==> src/rtl/fifo_if.sv <==
// ---------------------------------------------------------------------------
// fifo_if
//
// Purpose:
//   Groups the request/status signals of the single-clock block FIFO so that
//   producers/consumers and the FIFO itself share one bundle. Clock and reset
//   are deliberately kept out of the bundle and stay plain module ports.
//
// Signals:
//   fifo_write_e  write request for the current cycle
//   fifo_wdata    write data, sampled together with fifo_write_e
//   fifo_read_e   read request for the current cycle
//   fifo_rdata    registered read data, holds the last word read
//   fifo_full     occupancy equals capacity
//   fifo_empty    occupancy is zero
//   fifo_ready    FIFO accepts requests in this cycle
//
// Modports:
//   master  the user side (drives requests, observes status and data)
//   slave   the FIFO side (observes requests, drives status and data)
// ---------------------------------------------------------------------------
interface fifo_if #(
    parameter int DATA_WIDTH = 128
);

    logic                  fifo_write_e;
    logic [DATA_WIDTH-1:0] fifo_wdata;
    logic                  fifo_read_e;
    logic [DATA_WIDTH-1:0] fifo_rdata;
    logic                  fifo_full;
    logic                  fifo_empty;
    logic                  fifo_ready;

    modport master (
        output fifo_write_e,
        output fifo_wdata,
        output fifo_read_e,
        input  fifo_rdata,
        input  fifo_full,
        input  fifo_empty,
        input  fifo_ready
    );

    modport slave (
        input  fifo_write_e,
        input  fifo_wdata,
        input  fifo_read_e,
        output fifo_rdata,
        output fifo_full,
        output fifo_empty,
        output fifo_ready
    );

endinterface

==> src/rtl/fifo.sv <==
// ---------------------------------------------------------------------------
// fifo
//
// Purpose:
//   Synchronous single-clock FIFO of DEPTH words of DATA_WIDTH bits, used to
//   buffer 128-bit AES blocks between stream producers and consumers.
//   The read port is registered: an accepted read loads the head word into
//   fifo_rdata on the clock edge (no first-word fall-through).
//   A cycle in which both a read and a write are accepted is followed by
//   exactly one cycle with fifo_ready low, during which all requests are
//   ignored.
//
// Parameters:
//   ADDR_WIDTH  width of pointers and occupancy counter
//               (2**ADDR_WIDTH must be >= DEPTH+1)
//   DATA_WIDTH  word width in bits
//   DEPTH       capacity in words, any value >= 2
//
// Ports:
//   clk    rising-edge clock
//   reset  asynchronous, active-low reset (0 clears all state immediately)
//   bus    fifo_if.slave bundle (write/read requests, data, status flags)
//
// Optional feature (macro FIFO_SIM_CHECKS_EN):
//   When defined, simulation-only checks flag writes while full, reads while
//   empty, and any request while fifo_ready is low. Datapath behaviour is the
//   same with or without the macro; leave it undefined for synthesis.
// ---------------------------------------------------------------------------
module fifo #(
    parameter int ADDR_WIDTH = 9,
    parameter int DATA_WIDTH = 128,
    parameter int DEPTH      = 11
) (
    input  logic  clk,
    input  logic  reset,
    fifo_if.slave bus
);

    // Memory is indexed with only the low pointer bits that can address DEPTH
    // entries; the full-width pointers never exceed DEPTH-1.
    localparam int                    IDX_WIDTH  = (DEPTH > 1) ? $clog2(DEPTH) : 1;
    localparam logic [ADDR_WIDTH-1:0] LAST_IDX   = ADDR_WIDTH'(DEPTH - 1);
    localparam logic [ADDR_WIDTH-1:0] FULL_COUNT = ADDR_WIDTH'(DEPTH);
    localparam logic [ADDR_WIDTH-1:0] ONE        = ADDR_WIDTH'(1);

    logic [DATA_WIDTH-1:0] r_mem [DEPTH];

    logic [ADDR_WIDTH-1:0] r_wr_ptr;
    logic [ADDR_WIDTH-1:0] r_rd_ptr;
    logic [ADDR_WIDTH-1:0] r_count;
    logic [DATA_WIDTH-1:0] r_rdata;
    logic                  r_full;
    logic                  r_empty;
    logic                  r_stall;

    logic                  w_ready;
    logic                  w_wr_accept;
    logic                  w_rd_accept;
    logic [ADDR_WIDTH-1:0] w_wr_ptr_next;
    logic [ADDR_WIDTH-1:0] w_rd_ptr_next;
    logic [ADDR_WIDTH-1:0] w_count_next;

    // The only reason to refuse requests is the recovery cycle that follows a
    // simultaneous read+write; full and empty do not affect ready.
    assign w_ready = ~r_stall;

    // A write into a full FIFO is refused even if a read is accepted in the
    // same cycle; the producer must retry. A read of an empty FIFO is refused
    // even if a write lands in the same cycle, so that word is not returned.
    assign w_wr_accept = bus.fifo_write_e & w_ready & ~r_full;
    assign w_rd_accept = bus.fifo_read_e  & w_ready & ~r_empty;

    // Pointers wrap explicitly at DEPTH-1 because DEPTH need not be a power
    // of two.
    assign w_wr_ptr_next = (r_wr_ptr == LAST_IDX) ? '0 : (r_wr_ptr + ONE);
    assign w_rd_ptr_next = (r_rd_ptr == LAST_IDX) ? '0 : (r_rd_ptr + ONE);

    // Occupancy moves only when exactly one side is accepted.
    always_comb begin
        w_count_next = r_count;
        case ({w_wr_accept, w_rd_accept})
            2'b10:   w_count_next = r_count + ONE;
            2'b01:   w_count_next = r_count - ONE;
            default: w_count_next = r_count;
        endcase
    end

    // Storage array has no reset: stale contents are unreachable once the
    // pointers and count are cleared.
    always_ff @(posedge clk) begin
        if (w_wr_accept) begin
            r_mem[r_wr_ptr[IDX_WIDTH-1:0]] <= bus.fifo_wdata;
        end
    end

    // Pointer, occupancy and flag state. Flags are registered from the next
    // occupancy so they line up with the count after every edge.
    always_ff @(posedge clk or negedge reset) begin
        if (!reset) begin
            r_wr_ptr <= '0;
            r_rd_ptr <= '0;
            r_count  <= '0;
            r_full   <= 1'b0;
            r_empty  <= 1'b1;
        end else begin
            if (w_wr_accept) begin
                r_wr_ptr <= w_wr_ptr_next;
            end
            if (w_rd_accept) begin
                r_rd_ptr <= w_rd_ptr_next;
            end
            r_count <= w_count_next;
            r_full  <= (w_count_next == FULL_COUNT);
            r_empty <= (w_count_next == '0);
        end
    end

    // Registered read port: the head word is captured on the accepting edge
    // and then held until the next accepted read.
    always_ff @(posedge clk or negedge reset) begin
        if (!reset) begin
            r_rdata <= '0;
        end else if (w_rd_accept) begin
            r_rdata <= r_mem[r_rd_ptr[IDX_WIDTH-1:0]];
        end
    end

    // One-cycle stall after a simultaneous accepted read and write. While
    // stalled nothing can be accepted, so the stall always clears on the
    // following edge.
    always_ff @(posedge clk or negedge reset) begin
        if (!reset) begin
            r_stall <= 1'b0;
        end else begin
            r_stall <= w_wr_accept & w_rd_accept;
        end
    end

    assign bus.fifo_rdata = r_rdata;
    assign bus.fifo_full  = r_full;
    assign bus.fifo_empty = r_empty;
    assign bus.fifo_ready = w_ready;

`ifdef FIFO_SIM_CHECKS_EN
    // Simulation-only protocol monitor: flags requests that the FIFO will
    // silently drop. It observes only and never changes datapath behaviour.
    always @(posedge clk) begin
        if (reset) begin
            if (bus.fifo_write_e && r_full) begin
                $error("fifo: write requested while full");
            end
            if (bus.fifo_read_e && r_empty) begin
                $error("fifo: read requested while empty");
            end
            if ((bus.fifo_write_e || bus.fifo_read_e) && !w_ready) begin
                $error("fifo: request while not ready");
            end
        end
    end
`else
    // Without the monitor, refused requests are dropped silently.
`endif

endmodule

==> src/flat_wrapper.sv <==
// flat-port wrapper written by rule: the top's interface ports become plain ports
module fifo_flat 
#(
    parameter int ADDR_WIDTH = 9,
    parameter int DATA_WIDTH = 128,
    parameter int DEPTH      = 11
)
  (clk, reset, bus_fifo_write_e, bus_fifo_wdata, bus_fifo_read_e, bus_fifo_rdata, bus_fifo_full, bus_fifo_empty, bus_fifo_ready);
  fifo_if #(.DATA_WIDTH(DATA_WIDTH)) bus_i ();
  input  logic clk;
  input  logic reset;
  input wire logic [$bits(bus_i.fifo_write_e)-1:0] bus_fifo_write_e;
  input wire logic [$bits(bus_i.fifo_wdata)-1:0] bus_fifo_wdata;
  input wire logic [$bits(bus_i.fifo_read_e)-1:0] bus_fifo_read_e;
  output wire logic [$bits(bus_i.fifo_rdata)-1:0] bus_fifo_rdata;
  output wire logic [$bits(bus_i.fifo_full)-1:0] bus_fifo_full;
  output wire logic [$bits(bus_i.fifo_empty)-1:0] bus_fifo_empty;
  output wire logic [$bits(bus_i.fifo_ready)-1:0] bus_fifo_ready;
  assign bus_i.fifo_write_e = bus_fifo_write_e;
  assign bus_i.fifo_wdata = bus_fifo_wdata;
  assign bus_i.fifo_read_e = bus_fifo_read_e;
  assign bus_fifo_rdata = bus_i.fifo_rdata;
  assign bus_fifo_full = bus_i.fifo_full;
  assign bus_fifo_empty = bus_i.fifo_empty;
  assign bus_fifo_ready = bus_i.fifo_ready;
  fifo #(.ADDR_WIDTH(ADDR_WIDTH), .DATA_WIDTH(DATA_WIDTH), .DEPTH(DEPTH)) u_core (.clk(clk), .reset(reset), .bus(bus_i));
endmodule
==> config.mk <==
export PLATFORM = sky130hd
export DESIGN_NAME = fifo_flat
export DESIGN_NICKNAME = d
export VERILOG_FILES = /design/src/rtl/fifo_if.sv /design/src/rtl/fifo.sv /design/src/flat_wrapper.sv
export SDC_FILE = /design/constraint.sdc
export NUM_CORES = 2
export LEC_CHECK = 0
export ABC_AREA = 1
export CORE_ASPECT_RATIO = 0.6
export CORE_MARGIN = 1
export CORE_UTILIZATION = 29
export DETAILED_ROUTE_END_ITERATION = 16
export PLACE_DENSITY_LB_ADDON = 0.25
export SLEW_MARGIN = 5
export SYNTH_ARGS = -nofsm -noshare
export SYNTH_HDL_FRONTEND = slang
export SYNTH_SLANG_ARGS = --single-unit
==> constraint.sdc <==
create_clock -name clk -period 12.7 [get_ports clk]
set_input_delay 3.175 -clock clk [delete_from_list [all_inputs] [get_ports clk]]
set_output_delay 3.175 -clock clk [all_outputs]
set_load 0.01 [all_outputs]
==> run_results.csv <==
group,metric,value,unit
timing,max_slew_margin,0.249,
die,die_h,357,microns
synth,synthAdderAreaFrac,0.00226,
die,die-area,0.212,sq mm
worst_hold_path,min_path_type,"reg -> reg",
clocking,clk_pin_slew_worst_paths,0.06,ns
routing,dr.pass1.iters,6,
synth,synth_compound_area_frac,0.125,
synth,netlist_top_cells_area,"edfxtp_1 (69%), dfrtp_1 (6.4%), nand2_1 (5.3%), o21ai_0 (3.3%), a21oi_1 (2.7%)",
synth,synth_area_per_cell,13.5,sq um
critical_path,r2r_cells,8,
die,std_cell_rows,129,
critical_path,ff2ff_setup_slack,7.36,ns
power,seqPwrFrac,0.425,
timing,fmax,0.164,GHz
critical_path,regToRegEndpoint,"u_core.bus.fifo_rdata[113]$_DFFE_PN0P_",
power,p_int,10.2,mW
power,swShare,0.338,
die,start_util,0.294,
placed_design,portBuffers,262,
routing,num_vias,37079,
synth,synth_top_family_by_area,"compound AO/OA/AOI/OAI gates",
routing,vias_per_cell,4.88,
layout,nNetsFinal,4854,
clocking,clkSinkCount,1566,
clocking,cts_tree,"yes",
clocking,htree_levels,4,
critical_path,endpoint_kind,"register",
global_route,gr-total-overflow,0,
worst_hold_path,min_from,"u_core.bus.fifo_rdata[110]$_DFFE_PN0P_",
critical_path,path_cells,"clkdlybuf4s50_1, inv_1, nor2_1, nand2_1, nor3_2, buf_4, buf_4",
power,clock_power_share,0.301,
timing,final.setup_skew,0.0467,ns
die,ios,263,
critical_path,cp-start-kind,"primary input",
synth,yosysSeqAreaShare,0.759,
timing,tns,0,ns
power,vdd_ir_drop_max,0.124,mV
routing,wl_per_cell,22.7,microns
clocking,hold_buffers,0,
critical_path,worstReg2RegStart,"u_core.r_rd_ptr[0]$_DFFE_PN0P_",
clocking,cts_inserted_buffers,166,
routing,drt_iter0_drc,3214,
layout,drive_above_1_share,0.0806,
flow_run,drv_cap,0,
routing,ant_nets,0,
synth,ys_top_cells_by_count,"edfxtp_1 (1408), nand2_1 (862), nor2_1 (431)",
global_route,grt_pass1_wl,254,mm
critical_path,worstSetupStartpoint,"bus_fifo_write_e",
synth,synth_seq_cells,1566,
synth,ys_warn_count,0,
timing,worstMarginPinSlew,1.13,ns
timing,rsz0062_at_grt,"no",
routing,routed_wl,172,mm
global_route,grt_antenna_before_repair,28,
status,outcome,"finished, final reports clean",
power,p_leak,23.7,nW
timing,setup_viol,0,
timing,hold_viol,0,
synth,netlist.area_leader.share,0.694,
synth,async_flop_share,0.101,
critical_path,cp_max_fo,40,
synth,synth-simple-area-share,0.0846,
clocking,cts_root_buffer,"clkbuf_16",
critical_path,arrival,6.51,ns
placed_design,place_congestion,0.751,
die,die_w,594,microns
critical_path,critical_path_class,"in -> reg",
worst_hold_path,hold_end,"u_core.bus.fifo_rdata[110]$_DFFE_PN0P_",
power,switchingPower,5.19,mW
synth,syn_inst,4525,
layout,fill_cells,20048,
placed_design,post-dp-hpwl,86.0,mm
critical_path,cpLargestDelayFamily,"buffers and inverters",
power,power_density,216,mW/mm^2
synth,synth_xor_area_frac,0.00129,
power,power,15.4,mW
critical_path,cp_num_buf_inv,4,
timing,fin_crit_sh,0.480,
timing,period_minus_slack,6.10,ns
routing,route.detailed.drc,0,
critical_path,slowest_delay,0.79,ns
critical_path,path_common_cell,"buf_4",
synth,synth_largest_area_cell,"edfxtp_1",
critical_path,critPathSlowestCell,"nor3_2",
die,core_area,0.207,sq mm
worst_hold_path,whs_path_depth,2,
clocking,clk_path_buf_depth,4,
synth,synthesis.area,0.0609,sq mm
synth,syn-num-nets,4668,
synth,synth_cell_types,42,
clocking,clk_latency,0.81,ns
timing,report.final.slew_viol_count,0,
synth,synth_flop_cell,"edfxtp_1",
synth,synth-edff-count,1408,
synth,synth.most_common_cell,"edfxtp_1",
critical_path,required,13.11,ns
global_route,track_usage,0.159,
global_route,grt_pass1_vias,36571,
clocking,post_cts_buffers,0,
layout,areaGrowthSynthToFinish,16.8,%
global_route,grt_max_degree,197,
clocking,cts_resized,0,
synth,synthMuxAreaShare,0,
power,combinationalPowerShare,0.274,
## metrics by stage
step | setup slack (ns) | cell area [sq um] | utilization | hold WS, ns | instances
2_1_floorplan | -0.358 | 60900 | - | 0.446 | 4525
3_3_place_gp | 5.63 | 66100 | 0.319 | 0.463 | 7294
3_5_place_dp | 5.67 | 66100 | 0.319 | 0.465 | 7294
4_1_cts | 6.53 | 71100 | 0.343 | 0.483 | 7588
5_1_grt | 6.37 | 71200 | 0.343 | 0.503 | 7594
6_report | 6.60 | 71200 | 0.343 | 0.478 | 7596
## kinds of logic (layout without fill, tap and decap cells)
| family | after synthesis | after routing |
|---|---|---|
| buffers and inverters | 352 | 664 |
| other | 0 | 8 |
| xor gates and xnor gates | 9 | 9 |
| and+or+nand+nor | 1345 | 1345 |
| DFF | 1566 | 1566 |
| AOI/OAI and AO/OA | 1242 | 1242 |
| adders and majority gates | 11 | 11 |
## state kept, by name, summed over array words and instances, names as in the netlist
name                   cells
u_core.r_mem            1408
u_core.bus.fifo_full       1
u_core.bus.fifo_empty      1
u_core.r_wr_ptr            9
u_core.r_count             9
u_core.r_stall             1
u_core.r_rd_ptr            9
u_core.bus.fifo_rdata    128
## layer usage
layer | track usage | vias up | routed length [microns] | share of wire
li1 | - | 17141 | - | -
met1 | 0.229 | 18657 | 81300 | 0.47
met2 | 0.249 | 1008 | 77600 | 0.45
met3 | 0.0309 | 249 | 10100 | 0.059
met4 | 0.0351 | 24 | 3110 | 0.018
met5 | 0 | - | 148 | 0.00086
## layout by cell type, fill, tap and decap left out, types with 11 or more instances in the layout
cell	synthesis	final
clkdlybuf4s50_1	0	261
clkbuf_16	0	167
a211oi_1	91	91
nor2_1	431	431
inv_1	38	37
clkinv_1	1	24
a21oi_1	326	326
o31ai_2	78	78
o21ai_0	407	407
nand3_1	23	23
o22ai_1	235	235
o21ai_1	29	29
clkbuf_1	144	51
o221ai_1	60	60
o31ai_1	13	13
clkbuf_8	0	11
edfxtp_1	1408	1408
dfrtp_1	157	154
buf_4	14	59
nand2_1	862	862
ha_1	11	11
clkinv_2	0	22
nor3_2	1	12
## final cells by class
class                   instances  area, sq um  area share
clock buffers                 229         4520      0.0635
inverters                      44          219     0.00308
multi-input cells            2607        13000       0.183
well taps                    2751         3440      0.0484
diodes                          8         20.0    0.000281
flip-flops and latches       1566        46200       0.650
clock inverters                65          522     0.00733
repair buffers                326         3170      0.0446
## how the worst max path moves through the flow
stage | depth (start not counted) | slack [ns] | to
finish | 7 | 6.60 | u_core.r_mem[1][119]$_DFFE_PP_
global route | 7 | 6.37 | u_core.r_mem[1][119]$_DFFE_PP_
detailed placement | 7 | 5.67 | u_core.r_mem[1][115]$_DFFE_PP_
floorplan | 5 | -0.36 | u_core.r_mem[9][0]$_DFFE_PP_
CTS | 7 | 6.53 | u_core.r_mem[1][119]$_DFFE_PP_
global placement | 7 | 5.63 | u_core.r_mem[1][11]$_DFFE_PP_
## worst register-to-register path, cell delays in order, from the launching register on
cell     delay [ns]
dfrtp_4        0.90
buf_4          0.85
buf_4          0.91
buf_4          0.87
buf_4          0.79
o21ai_0        0.27
o22ai_1        0.32
a21oi_1        0.13
o31ai_2        0.23
## power by group through the flow
stage               Combinational, mW  Clock [mW]  Sequential [mW]
floorplan                        2.59           0             6.65
global placement                 4.27           0             6.65
detailed placement               4.28           0             6.65
CTS                              4.29        4.75             6.55
global route                     4.67        4.95             6.58
finish                           4.21        4.62             6.53
Note: power is estimated with default switching activity, not from simulation.
